$ cat src/rtl/boot_rom_bus_if.sv
// rtl/boot_rom_bus_if.sv - boot ROM bus front end: credit-limited grants, ROM CSN/A drive, in-order response FIFO
module boot_rom_bus_if #(
  parameter logic [31:0] BASE_ADDR  = 32'h0000_8000,
  parameter int          ROM_AW     = 10,
  parameter int          ROM_WORDS  = 1024,
  parameter int          RESP_DEPTH = 2
) (
  input  logic              CLK,
  input  logic              RST,
  input  logic              req_i,
  input  logic [31:0]       addr_i,
  input  logic              we_i,
  output logic              gnt_o,
  output logic              rvalid_o,
  input  logic              rready_i,
  output logic [31:0]       rdata_o,
  output logic              rerr_o,
  output logic              rom_csn_o,
  output logic [ROM_AW-1:0] rom_a_o,
  input  logic [31:0]       rom_q_i
);

  localparam int          CW = $clog2(RESP_DEPTH + 1);
  localparam int          PW = $clog2(RESP_DEPTH);
  localparam logic [32:0] LO = {1'b0, BASE_ADDR};
  localparam logic [32:0] HI = LO + (33'(ROM_WORDS) << 2);

  logic [CW-1:0]     count;
  logic [PW-1:0]     rd_ptr;
  logic [PW-1:0]     wr_ptr;
  logic [32:0]       mem [RESP_DEPTH];
  logic              inflight;
  logic              inflight_err;
  logic [ROM_AW-1:0] rom_a_q;
  logic              pop;
  logic              push;
  logic              in_range;
  logic              hit;
  logic [CW:0]       occupancy;
  logic [ROM_AW-1:0] word_idx;

  function automatic logic [PW-1:0] ptr_inc(input logic [PW-1:0] p);
    return (p == PW'(RESP_DEPTH - 1)) ? '0 : p + PW'(1);
  endfunction

  // Credit counts queued entries plus the one in flight; a same-cycle pop frees a slot.
  always_comb begin
    pop       = (count != '0) & rready_i;
    push      = inflight;
    occupancy = {1'b0, count} + {{CW{1'b0}}, inflight} - {{CW{1'b0}}, pop};
    gnt_o     = req_i & ~RST & (occupancy < (CW+1)'(RESP_DEPTH));
    in_range  = ({1'b0, addr_i} >= LO) && ({1'b0, addr_i} < HI);
    hit       = gnt_o & ~we_i & in_range;
    word_idx  = addr_i[ROM_AW+1:2];
  end

  assign rom_csn_o = ~hit;
  assign rom_a_o   = hit ? word_idx : rom_a_q;
  assign rvalid_o  = (count != '0);
  assign rdata_o   = rvalid_o ? mem[rd_ptr][32:1] : 32'h0;
  assign rerr_o    = rvalid_o & mem[rd_ptr][0];

  always_ff @(posedge CLK) begin
    if (RST) begin
      count        <= '0;
      rd_ptr       <= '0;
      wr_ptr       <= '0;
      inflight     <= 1'b0;
      inflight_err <= 1'b0;
      rom_a_q      <= '0;
    end else begin
      inflight     <= gnt_o;
      inflight_err <= ~hit;
      if (hit)  rom_a_q <= word_idx;
      if (push) wr_ptr  <= ptr_inc(wr_ptr);
      if (pop)  rd_ptr  <= ptr_inc(rd_ptr);
      count <= count + CW'(push) - CW'(pop);
    end
  end

  // ROM Q is valid the cycle after CSN was low; errors store zero data.
  always_ff @(posedge CLK) begin
    if (!RST && push) begin
      mem[wr_ptr] <= {(inflight_err ? 32'h0 : rom_q_i), inflight_err};
    end
  end

  always_ff @(posedge CLK) begin
    if (!RST) begin
      assert (!(push && !pop && count == CW'(RESP_DEPTH)));
      assert (!(pop && count == '0));
    end
  end

endmodule

$ cat config.mk
export PLATFORM = sky130hd
export DESIGN_NAME = boot_rom_bus_if
export DESIGN_NICKNAME = d
export VERILOG_FILES = /design/src/rtl/boot_rom_bus_if.sv
export SDC_FILE = /design/constraint.sdc
export NUM_CORES = 1
export LEC_CHECK = 0
export BUFFER_PORTS_ARGS = -buffer_cell sky130_fd_sc_hd__buf_4
export CORE_ASPECT_RATIO = 0.5
export CORE_UTILIZATION = 55
export DETAILED_ROUTE_END_ITERATION = 8
export PLACE_DENSITY = 0.9
export SYNTH_ARGS = -nofsm -noshare
export SYNTH_HDL_FRONTEND = slang
export SYNTH_SLANG_ARGS = --single-unit
$ cat constraint.sdc
create_clock -name CLK -period 6.12 [get_ports CLK]
set_input_delay 0.306 -clock CLK [delete_from_list [all_inputs] [get_ports CLK]]
set_output_delay 0.306 -clock CLK [all_outputs]
set_load 0.005 [all_outputs]
==> flow_summary_export.csv <==
group,metric,value,unit
setup_path,critPathArrivalTime,3780,ps
grt,grt_pass1_vias,2607,
power,irDropWorstVdd,0.207,mV
sta,tightest_slew,1190,ps
power,p_leak,0.00195,uW
synth,synthCells,263,
synth,syn-cell-area,0.00364,mm^2
routing,drt_first_pass_iters,4,
final_layout,area_growth,33.5,%
die,core,0.00623,mm^2
routing,wl_per_cell,16.2,um
sta,max_slew_margin,20.7,%
synth,synthFlopType,"edfxtp_1",
setup_path,crit_required,5810,ps
synth,ys_types,29,
clocking,root_buffer,"clkbuf_16",
power,p_total,1720,uW
synth,yosys.area.top_type,"edfxtp_1",
routing,drt_iter0_markers,100,
routing,ant_nets,0,
synth,yosysSeqAreaShare,63.8,%
die,rows,20,
hold_path,min_path_cells,2,
synth,synth.top_cell.area_share,54.5,%
clocking,h-tree-depth,3,
setup_path,crit_top_cell,"inv_1",
clocking,cts_setup_buffers,0,
setup_path,crit_fanout,16,
grt,grt_max_degree,35,
final_layout,final_cell_mix,"117 x buf_4, 66 x edfxtp_1, 41 x nor2_1, 38 x nor2b_1, 33 x mux2i_1",
clocking,clkSinkCount,83,
run,cap_violations,0,
synth,synth_seq_cells,83,
sta,fin_ws,2040,ps
die,die_h,59.5,um
hold_path,hold_path.class,"input port to register",
setup_path,endpoint_kind,"output port",
run_status,outcome,"completed",
setup_path,critPathLaunchType,"register",
die,start_util,58.4,%
clocking,cts_tree,"done",
grt,gr-usage-all-layers,24.0,%
grt,grt_antenna_before_repair,0,
setup_path,slowest_delay,770,ps
clocking,cts_buffer_depth,2,
power,powerDensity,355,mW/mm^2
final_layout,utilization,78.0,%
final_layout,antenna_cells,0,
clocking,numCtsBuffers,9,
routing,vias,2451,
synth,synth_enable_flop_cells,66,
die,pin_count,115,
setup_path,r2r_cells,12,
die,fp.dieW,117,um
synth,yosysWarnings,0,
synth,avgSynthCellArea,13.8,um^2
setup_path,cp_cell_sequence,"nor2_2, inv_1, and2_1, ha_1, inv_1, ha_1, inv_1, fa_1, xnor2_1, nand4b_2, nor3_4, mux2_4, buf_4",
clocking,postCtsHoldBufs,0,
synth,synthArstFlopShare,0,%
placement,numPortBuffers,112,
final_layout,drive_above_1_share,40.5,%
placement,gp_congestion,0.804,
sta,period_share,66.7,%
sta,clock-skew-final,6.87,ps
final_layout,final_area,0.00486,mm^2
sta,setup_tns,0,ps
setup_path,path_class,"register to output port",
final_layout,layout.nets,450,
synth,postSynthNetCount,335,
die,die_area,0.00697,mm^2
setup_path,cp_slowest_cell,"nor3_4",
grt,gr-total-overflow,0,
routing,drt_wl_total,7.62,mm
placement,dp_worst_setup_slack,2460,ps
clocking,path_clk_slew,60,ps
synth,synth_area_leaders,"edfxtp_1 54%, dfxtp_1 9.4%, mux2i_1 9.1%",
routing,drcViolationCount,0,
sta,period_needed,4080,ps
final_layout,mostFrequentLayoutCell,"buf_4",
sta,hold_viol_final,0,
sta,slew_viol_final,0,
placement,dpl_cell_area,0.00457,mm^2
clocking,insertion_delay,330,ps
grt,grt_pass1_wl,12.2,mm
sta,finalSetupViolCount,0,
sta,rsz0062_at_grt,"false",
placement,place_hpwl,5.05,mm
routing,avgViaCountPerCell,5.20,
sta,fmax,245,MHz
clocking,post_cts_resized,0,
==> path summary, 6_finish.rpt <==
| kind | slack (ps) | to | from |
|---|---|---|---|
| max | 2040 | rom_a_o[5] | count[1] |
| max reg2reg | 2640 | rom_a_q[2] | count[1] |
| min reg2reg | 500 | rom_a_q[1] | rom_a_q[1] |
| min | 220 | rom_a_q[6] | addr_i[8] |
==> Yosys cell counts, drive strengths merged, types with 3 or more instances <==
cell	instances
a21oi	3
inv	7
edfxtp	66
mux2i	33
clkbuf	9
nand2	3
mux2	14
dfxtp	17
nor2	42
buf	4
xnor2	3
nor4	3
nand4	4
o31ai	3
nor2b	38
==> metal layers <==
layer	share of wire [%]	up-vias	GRT usage [%]
met5	0	-	0
met4	1.3	0	8.14
met3	4.7	17	6.44
met2	55	76	46.8
met1	39	1203	25.6
li1	-	1155	-
==> metrics by stage <==
step	hold WS (ps)	cells
after floorplan	449	263
after global placement	476	455
after detailed placement	493	455
after CTS	209	471
after global routing	209	471
final	216	471
==> registers in the layout (all words and copies together), names as in the netlist, named ones only <==
signal,count
count,2
inflight,1
inflight_err,1
mem,66
rd_ptr,1
rom_a_q,10
wr_ptr,1
==> power by group <==
group / internal (uW) / leakage [uW] / switching [uW]
Sequential: 669 / 0.000745 / 57.5
Clock: 314 / 0.000133 / 204
Combinational: 254 / 0.00107 / 225
Total: 1240 / 0.00195 / 487
==> cell families (layout without fill, tap and decap cells) <==
group | count (synthesis) | after routing | share of synthesized area (%)
adders and majority gates | 3 | 3 | 1.24
xor gates and xnor gates | 3 | 3 | 0.722
muxes | 47 | 47 | 14.2
AOI/OAI and AO/OA | 6 | 6 | 1.03
and+or+nand+nor | 101 | 101 | 16.4
DFF | 83 | 83 | 63.8
buffers and inverters | 20 | 140 | 2.61
==> final cells by class <==
type                    instances  area (um^2)
repair buffers                117          878
fillers                       359         1370
well taps                      88          110
flip-flops and latches         83         2320
multi-input cells             160         1230
clock inverters                 5         53.8
clock buffers                  11          233
inverters                       7         26.3
==> critical path: cells and delay by family, from the launching register on <==
| kind | cells | cell delay, ps |
|---|---|---|
| muxes | 1 | 360 |
| and+or+nand+nor | 4 | 1370 |
| DFF | 1 | 360 |
| adders and majority gates | 3 | 820 |
| buffers and inverters | 4 | 330 |
| xor gates and xnor gates | 1 | 200 |
Note: power is estimated with default switching activity, not from simulation.
